File: config.mk
export PLATFORM = sky130hd
export DESIGN_NAME = csb2apb_bridge_flat
export DESIGN_NICKNAME = d
export VERILOG_FILES = /design/src/rtl/csb_apb_pkg.sv /design/src/rtl/csb2apb_bridge_if.sv /design/src/rtl/csb2apb_timeout_cnt.sv /design/src/rtl/csb2apb_bridge.sv /design/src/flat_wrapper.sv
export SDC_FILE = /design/constraint.sdc
export NUM_CORES = 1
export LEC_CHECK = 0
export ABC_AREA = 1
export ABC_CLOCK_PERIOD_IN_PS = 4160
export CAP_MARGIN = 20
export CORE_MARGIN = 3
export CORE_UTILIZATION = 45
export DETAILED_ROUTE_END_ITERATION = 10
export GPL_ROUTABILITY_DRIVEN = 0
export PLACE_DENSITY = 0.89
export SLEW_MARGIN = 20
export SYNTH_ARGS = -nofsm -noshare
export SYNTH_HDL_FRONTEND = slang
export SYNTH_SLANG_ARGS = --single-unit
File: constraint.sdc
create_clock -name pclk -period 4.16 [get_ports pclk]
set_input_delay 0.832 -clock pclk [delete_from_list [all_inputs] [get_ports pclk]]
set_output_delay 0.832 -clock pclk [all_outputs]
set_load 0.02 [all_outputs]
File: src/rtl/csb_apb_pkg.sv
// ---------------------------------------------------------------------------
// csb_apb_pkg : shared types and helpers for the CSB-to-APB bridge. Rev 1.0
// ---------------------------------------------------------------------------
`default_nettype none

package csb_apb_pkg;

  localparam int CSB_AW = 16;
  localparam int DW     = 32;

  typedef enum logic [1:0] {
    ST_IDLE   = 2'd0,
    ST_SETUP  = 2'd1,
    ST_ACCESS = 2'd2,
    ST_RESP   = 2'd3
  } state_e;

  // CSB carries word addresses; APB wants a byte address under the base window.
  function automatic logic [DW-1:0] make_paddr(input logic [13:0] base_hi,
                                               input logic [CSB_AW-1:0] addr);
    return {base_hi, addr, 2'b00};
  endfunction

endpackage

`default_nettype wire

File: src/rtl/csb2apb_bridge_if.sv
// ---------------------------------------------------------------------------
// csb2apb_bridge_if : CSB request/response and APB3 signals of the bridge. Rev 1.0
// ---------------------------------------------------------------------------
`default_nettype none

interface csb2apb_bridge_if;
  import csb_apb_pkg::*;

  logic              csb2nvdla_valid;
  logic              csb2nvdla_ready;
  logic [CSB_AW-1:0] csb2nvdla_addr;
  logic [DW-1:0]     csb2nvdla_wdat;
  logic              csb2nvdla_write;
  logic              csb2nvdla_nposted;
  logic              nvdla2csb_valid;
  logic [DW-1:0]     nvdla2csb_data;
  logic              nvdla2csb_wr_complete;
  logic              psel;
  logic              penable;
  logic              pwrite;
  logic [DW-1:0]     paddr;
  logic [DW-1:0]     pwdata;
  logic [DW-1:0]     prdata;
  logic              pready;
  logic              pslverr;
  logic              bridge_err;

  // Bridge side: CSB responder, APB requester.
  modport slave (
    input  csb2nvdla_valid, csb2nvdla_addr, csb2nvdla_wdat, csb2nvdla_write,
           csb2nvdla_nposted, prdata, pready, pslverr,
    output csb2nvdla_ready, nvdla2csb_valid, nvdla2csb_data, nvdla2csb_wr_complete,
           psel, penable, pwrite, paddr, pwdata, bridge_err
  );

  // Environment side: CSB requester and APB register slave.
  modport master (
    output csb2nvdla_valid, csb2nvdla_addr, csb2nvdla_wdat, csb2nvdla_write,
           csb2nvdla_nposted, prdata, pready, pslverr,
    input  csb2nvdla_ready, nvdla2csb_valid, nvdla2csb_data, nvdla2csb_wr_complete,
           psel, penable, pwrite, paddr, pwdata, bridge_err
  );

endinterface

`default_nettype wire

File: src/rtl/csb2apb_timeout_cnt.sv
// ---------------------------------------------------------------------------
// csb2apb_timeout_cnt : APB wait-state counter with terminal flag. Rev 1.0
// ---------------------------------------------------------------------------
`default_nettype none

module csb2apb_timeout_cnt #(
  parameter int TIMEOUT = 256
) (
  input  logic clk,
  input  logic rst_n,
  input  logic i_clr,
  input  logic i_en,
  output logic o_term
);

  localparam int CW = (TIMEOUT == 0) ? 1 : $clog2(TIMEOUT + 1);

  logic [CW-1:0] r_cnt;

  always_ff @(posedge clk or negedge rst_n) begin
    if (!rst_n) begin
      r_cnt <= '0;
    end else if (i_clr) begin
      r_cnt <= '0;
    end else if (i_en) begin
      r_cnt <= r_cnt + CW'(1);
    end
  end

  generate
    if (TIMEOUT == 0) begin : g_no_timeout
      logic w_unused_cnt;
      assign w_unused_cnt = ^r_cnt;
      assign o_term       = 1'b0;
    end else begin : g_timeout
      localparam logic [CW-1:0] c_TERM = CW'(TIMEOUT - 1);
      assign o_term = (r_cnt == c_TERM);
    end
  endgenerate

endmodule

`default_nettype wire

File: src/rtl/csb2apb_bridge.sv
// ---------------------------------------------------------------------------
// csb2apb_bridge : CSB responder issuing one APB3 transfer per request. Rev 1.0
// ---------------------------------------------------------------------------
`default_nettype none

module csb2apb_bridge
  import csb_apb_pkg::*;
#(
  parameter logic [31:0] BASE_ADDR = 32'h0000_0000,
  parameter int          TIMEOUT   = 256
) (
  input  logic             pclk,
  input  logic             prstn,
  csb2apb_bridge_if.slave  bus
);

  state_e        r_state;
  state_e        w_next;
  logic [DW-1:0] r_paddr;
  logic [DW-1:0] r_wdat;
  logic [DW-1:0] r_rdata;
  logic          r_write;
  logic          r_nposted;
  logic          r_err;

  logic w_ready;
  logic w_psel;
  logic w_penable;
  logic w_rsp_valid;
  logic w_wr_cpl;
  logic w_err;
  logic w_accept;
  logic w_wait;
  logic w_term;
  logic w_timeout;

  assign w_accept  = (r_state == ST_IDLE) && bus.csb2nvdla_valid;
  assign w_wait    = (r_state == ST_ACCESS) && !bus.pready;
  assign w_timeout = w_wait && w_term;

  csb2apb_timeout_cnt #(
    .TIMEOUT (TIMEOUT)
  ) u_timeout_cnt (
    .clk    (pclk),
    .rst_n  (prstn),
    .i_clr  (w_accept),
    .i_en   (w_wait),
    .o_term (w_term)
  );

  always_ff @(posedge pclk or negedge prstn) begin
    if (!prstn) begin
      r_state <= ST_IDLE;
    end else begin
      r_state <= w_next;
    end
  end

  always_comb begin
    w_next      = r_state;
    w_ready     = 1'b0;
    w_psel      = 1'b0;
    w_penable   = 1'b0;
    w_rsp_valid = 1'b0;
    w_wr_cpl    = 1'b0;
    w_err       = 1'b0;
    unique case (r_state)
      ST_IDLE: begin
        w_ready = 1'b1;
        if (bus.csb2nvdla_valid) w_next = ST_SETUP;
      end
      ST_SETUP: begin
        w_psel = 1'b1;
        w_next = ST_ACCESS;
      end
      ST_ACCESS: begin
        w_psel    = 1'b1;
        w_penable = 1'b1;
        if (bus.pready || w_timeout) w_next = ST_RESP;
      end
      ST_RESP: begin
        w_rsp_valid = !r_write;
        w_wr_cpl    = r_write && r_nposted;
        w_err       = r_err;
        w_next      = ST_IDLE;
      end
      default: w_next = ST_IDLE;
    endcase
  end

  // Read data is only replaced by a read completion, so it holds across writes.
  always_ff @(posedge pclk or negedge prstn) begin
    if (!prstn) begin
      r_paddr   <= '0;
      r_wdat    <= '0;
      r_rdata   <= '0;
      r_write   <= 1'b0;
      r_nposted <= 1'b0;
      r_err     <= 1'b0;
    end else begin
      if (w_accept) begin
        r_paddr   <= make_paddr(BASE_ADDR[31:18], bus.csb2nvdla_addr);
        r_wdat    <= bus.csb2nvdla_wdat;
        r_write   <= bus.csb2nvdla_write;
        r_nposted <= bus.csb2nvdla_nposted;
        r_err     <= 1'b0;
      end
      if (r_state == ST_ACCESS) begin
        if (bus.pready) begin
          r_err <= bus.pslverr;
          if (!r_write) r_rdata <= bus.pslverr ? '0 : bus.prdata;
        end else if (w_timeout) begin
          r_err <= 1'b1;
          if (!r_write) r_rdata <= '0;
        end
      end
    end
  end

  assign bus.csb2nvdla_ready       = w_ready;
  assign bus.nvdla2csb_valid       = w_rsp_valid;
  assign bus.nvdla2csb_data        = r_rdata;
  assign bus.nvdla2csb_wr_complete = w_wr_cpl;
  assign bus.psel                  = w_psel;
  assign bus.penable               = w_penable;
  assign bus.pwrite                = r_write;
  assign bus.paddr                 = r_paddr;
  assign bus.pwdata                = r_wdat;
  assign bus.bridge_err            = w_err;

endmodule

`default_nettype wire

File: src/flat_wrapper.sv
// flat-port wrapper written by rule: the top's interface ports become plain ports
module csb2apb_bridge_flat import csb_apb_pkg::*;
#(
  parameter logic [31:0] BASE_ADDR = 32'h0000_0000,
  parameter int          TIMEOUT   = 256
)
  (pclk, prstn, bus_csb2nvdla_valid, bus_csb2nvdla_addr, bus_csb2nvdla_wdat, bus_csb2nvdla_write, bus_csb2nvdla_nposted, bus_prdata, bus_pready, bus_pslverr, bus_csb2nvdla_ready, bus_nvdla2csb_valid, bus_nvdla2csb_data, bus_nvdla2csb_wr_complete, bus_psel, bus_penable, bus_pwrite, bus_paddr, bus_pwdata, bus_bridge_err);
  csb2apb_bridge_if bus_i ();
  input  logic pclk;
  input  logic prstn;
  input wire logic [$bits(bus_i.csb2nvdla_valid)-1:0] bus_csb2nvdla_valid;
  input wire logic [$bits(bus_i.csb2nvdla_addr)-1:0] bus_csb2nvdla_addr;
  input wire logic [$bits(bus_i.csb2nvdla_wdat)-1:0] bus_csb2nvdla_wdat;
  input wire logic [$bits(bus_i.csb2nvdla_write)-1:0] bus_csb2nvdla_write;
  input wire logic [$bits(bus_i.csb2nvdla_nposted)-1:0] bus_csb2nvdla_nposted;
  input wire logic [$bits(bus_i.prdata)-1:0] bus_prdata;
  input wire logic [$bits(bus_i.pready)-1:0] bus_pready;
  input wire logic [$bits(bus_i.pslverr)-1:0] bus_pslverr;
  output wire logic [$bits(bus_i.csb2nvdla_ready)-1:0] bus_csb2nvdla_ready;
  output wire logic [$bits(bus_i.nvdla2csb_valid)-1:0] bus_nvdla2csb_valid;
  output wire logic [$bits(bus_i.nvdla2csb_data)-1:0] bus_nvdla2csb_data;
  output wire logic [$bits(bus_i.nvdla2csb_wr_complete)-1:0] bus_nvdla2csb_wr_complete;
  output wire logic [$bits(bus_i.psel)-1:0] bus_psel;
  output wire logic [$bits(bus_i.penable)-1:0] bus_penable;
  output wire logic [$bits(bus_i.pwrite)-1:0] bus_pwrite;
  output wire logic [$bits(bus_i.paddr)-1:0] bus_paddr;
  output wire logic [$bits(bus_i.pwdata)-1:0] bus_pwdata;
  output wire logic [$bits(bus_i.bridge_err)-1:0] bus_bridge_err;
  assign bus_i.csb2nvdla_valid = bus_csb2nvdla_valid;
  assign bus_i.csb2nvdla_addr = bus_csb2nvdla_addr;
  assign bus_i.csb2nvdla_wdat = bus_csb2nvdla_wdat;
  assign bus_i.csb2nvdla_write = bus_csb2nvdla_write;
  assign bus_i.csb2nvdla_nposted = bus_csb2nvdla_nposted;
  assign bus_i.prdata = bus_prdata;
  assign bus_i.pready = bus_pready;
  assign bus_i.pslverr = bus_pslverr;
  assign bus_csb2nvdla_ready = bus_i.csb2nvdla_ready;
  assign bus_nvdla2csb_valid = bus_i.nvdla2csb_valid;
  assign bus_nvdla2csb_data = bus_i.nvdla2csb_data;
  assign bus_nvdla2csb_wr_complete = bus_i.nvdla2csb_wr_complete;
  assign bus_psel = bus_i.psel;
  assign bus_penable = bus_i.penable;
  assign bus_pwrite = bus_i.pwrite;
  assign bus_paddr = bus_i.paddr;
  assign bus_pwdata = bus_i.pwdata;
  assign bus_bridge_err = bus_i.bridge_err;
  csb2apb_bridge #(.BASE_ADDR(BASE_ADDR), .TIMEOUT(TIMEOUT)) u_core (.pclk(pclk), .prstn(prstn), .bus(bus_i));
endmodule
==> out/qor.yml <==
layout:
  final_cells: 736
  final_util_pct: 67.82
  drive_gt1_share_pct: 4.936
  fill_cells: 703
  syn_to_final_growth_pct: 45.79
  diodes: 0
  layout.nets: 716
global_route:
  grt_usage_pct: 20.78
  grt_start_max_net_pins: 84
  grt_pass1_vias: 3571
  antenna_found_initial: 0
  overflow: 0
  grt_pass1_wl_mm: 17.11
setup_path:
  crit_family: "flip-flops"
  r2r-end: "u_core.bus.nvdla2csb_data[9]"
  cp.required_ns: 3.33
  critPathKind: "reg2out"
  path_buf_inv: 1
  cp_slowest_stage_delay_ns: 1.04
  reg2reg_depth: 8
  r2r_setup_slack_ns: 1.74
  worstSetupEndpointType: "output port"
  worstPathArrival_ns: 2.26
  cp_max_fo: 37
  startpoint_type: "register"
  r2r_start: "u_core.u_timeout_cnt.r_cnt[1]"
  crit_chain: "nand2_1, nor2_1, clkdlybuf4s50_1"
  crit_slowest_cell: "dfrtp_1"
yosys:
  synth-edff-count: 0
  syn_area_per_cell_um2: 8.823
  synth_top_flop_cell: "dfrtp_1"
  ys_types: 28
  ys_warn_count: 0
  synth_seq_cells: 94
  async_flop_share_pct: 100.0
  syn_inst: 462
  seq_area_frac_synth_pct: 57.70
  syn-cell-area_um2: 4076
cts:
  clock_latency_ns: 0.35
  cts_sinks: 94
  path_clk_slew_ns: 0.08
  cts_htree_levels: 3
  cts_setup_buffers: 0
  cts_buffer_depth: 2
  cts_inserted_buffers: 9
  cts_resized: 0
  cts_tree: "done"
  root_buffer: "clkbuf_8"
  holdBufCountCts: 0
run:
  maxCapViolCount: 0
route:
  m1WireLength_mm: 4.406
  wl_met3_um: 945
  vias: 3601
  dr_wl_met2_mm: 5.025
  viasPerCell: 4.893
  highest_layer: "met4"
  wl_mm: 10.54
  first_pass_iters: 4
  drtIter0Drc: 122
  antenna_left: 0
  drcViolationCount: 0
  wl_per_cell_um: 14.32
sta:
  rsz0062_at_grt: "no"
  fin_crit_ns: 3.095
  finalCritPeriodShare_pct: 74.41
  slew_viol_final: 0
  max_slew_margin_pct: 30.69
  hold_viol: 0
  tns_ns: 0
  worst_pin_slew_ns: 1.040
  clock-skew-final_ns: 0.01262
  fin_hold_ws_ns: 0.4859
  finalSetupViolCount: 0
  fmax_mhz: 323.1
placed_design:
  dpl.hpwl_mm: 7.600
  dp_cells: 720
  port_buffers: 173
floorplan:
  die_area_um2: 10240
  die_h_um: 101.2
  io_pins: 190
  dieWidth_um: 101.2
  coreArea_um2: 8763
  core.rowCount: 34
  initial_core_util_pct: 46.52
pwr:
  irDropWorstVdd_mv: 0.3542
  power_w: 0.004153
  cellLeakagePower_nw: 2.933
  power.density_nw_per_um2: 698.7
min_path:
  whs_path_depth: 2
  min_to: "u_core.bus.pwdata[5]"
  hold_start: "u_core.bus.pwdata[5]"
  hold_class: "reg2reg"
run_status:
  status: "completed"
-- worst register-to-register path: cells and delay by family, from the launching register on --
| kind | cells | cell delay, ns |
|---|---|---|
| and+or+nand+nor | 5 | 1.28 |
| adders and majority gates | 2 | 0.48 |
| DFF | 1 | 0.39 |
| AOI/OAI and AO/OA | 1 | 0.22 |
-- cells in the mapped netlist (2+ instances only) --
cell type | instances | area (um2)
clkbuf_1 | 10 | 37.54
buf_6 | 4 | 45.04
nand3_2 | 4 | 40.04
o21ai_0 | 34 | 170.2
o21ai_1 | 3 | 15.01
buf_2 | 7 | 35.03
nor2_1 | 12 | 45.04
nand2_1 | 198 | 743.2
nand3_1 | 36 | 180.2
buf_4 | 18 | 135.1
clkbuf_2 | 2 | 10.01
nand2_2 | 3 | 18.77
o22ai_1 | 2 | 12.51
ha_1 | 6 | 75.07
inv_1 | 14 | 52.55
dfrtp_1 | 94 | 2352
a21oi_1 | 3 | 15.01
inv_2 | 2 | 7.510
-- metal layers --
layer / vias to the layer above / global-route usage, %
met5: - / 0
met4: 0 / 6.953
met3: 13 / 5.579
met2: 150 / 33.70
met1: 1687 / 27.19
li1: 1751 / -
-- final cells by class --
type,count,area (um2),share of cell area [%]
clock buffers,12,135.1,2.274
clock inverters,4,47.55,0.8000
inverters,16,60.06,1.011
multi-input cells,326,1458,24.53
flip-flops and latches,94,2352,39.58
well taps,108,135.1,2.274
repair buffers,176,1755,29.54
-- cells in the final DEF (no fill, tap or decap), types with 2 or more instances in the layout --
cell / count
nand2_2: 3
inv_1: 14
nor2_1: 12
inv_2: 2
conb_1: 16
o21ai_0: 34
clkbuf_1: 3
dfrtp_1: 94
clkinv_2: 2
clkdlybuf4s50_1: 172
nand2_1: 198
clkbuf_8: 9
buf_4: 3
o22ai_1: 2
nand3_1: 36
a21oi_1: 3
nand3_2: 4
o21ai_1: 3
ha_1: 6
-- cells by family (layout without fill, tap and decap cells) --
logic type / count (synthesis) / after routing / synth area share, %
AND/OR/NAND/NOR: 259 / 259 / 26.43
flip-flops: 94 / 94 / 57.70
buffers and inverters: 57 / 208 / 7.919
AO/OA/AOI/OAI: 45 / 45 / 6.016
adder cells (fa/ha/maj): 6 / 6 / 1.842
other: 1 / 16 / 0.09199
-- state kept, by name, indices dropped and copies added, names as in the netlist --
name                        count
u_core.r_nposted                1
u_core.r_err                    1
u_core.bus.nvdla2csb_data      32
u_core.r_state                  2
u_core.u_timeout_cnt.r_cnt      9
u_core.bus.pwdata              32
u_core.bus.paddr               16
u_core.bus.pwrite               1
-- worst max-delay path by stage --
stage	startpoint	to	slack, ns	cells past startpoint
2_1_floorplan	u_core.bus.pwrite	bus_nvdla2csb_wr_complete	2.07	4
3_3_place_gp	u_core.bus.pwrite	bus_nvdla2csb_wr_complete	1.50	3
3_5_place_dp	u_core.bus.pwrite	bus_nvdla2csb_wr_complete	1.46	3
4_1_cts	u_core.bus.pwrite	bus_nvdla2csb_wr_complete	1.06	3
5_1_grt	u_core.bus.pwrite	bus_nvdla2csb_wr_complete	0.89	3
6_report	u_core.bus.pwrite	bus_nvdla2csb_wr_complete	1.06	3
-- where the power goes --
group	switching [W]	internal, W
sequential	0.000259	0.00129
clock	0.000300	0.000277
combinational	0.00112	0.000908
-- through the flow --
step	instance area (um2)	setup slack, ns
2_1_floorplan	4133	2.070
3_3_place_gp	5757	1.504
3_5_place_dp	5757	1.457
4_1_cts	5939	1.063
5_1_grt	5943	0.8897
6_report	5943	1.065
Power figures use the tool's default switching activity.
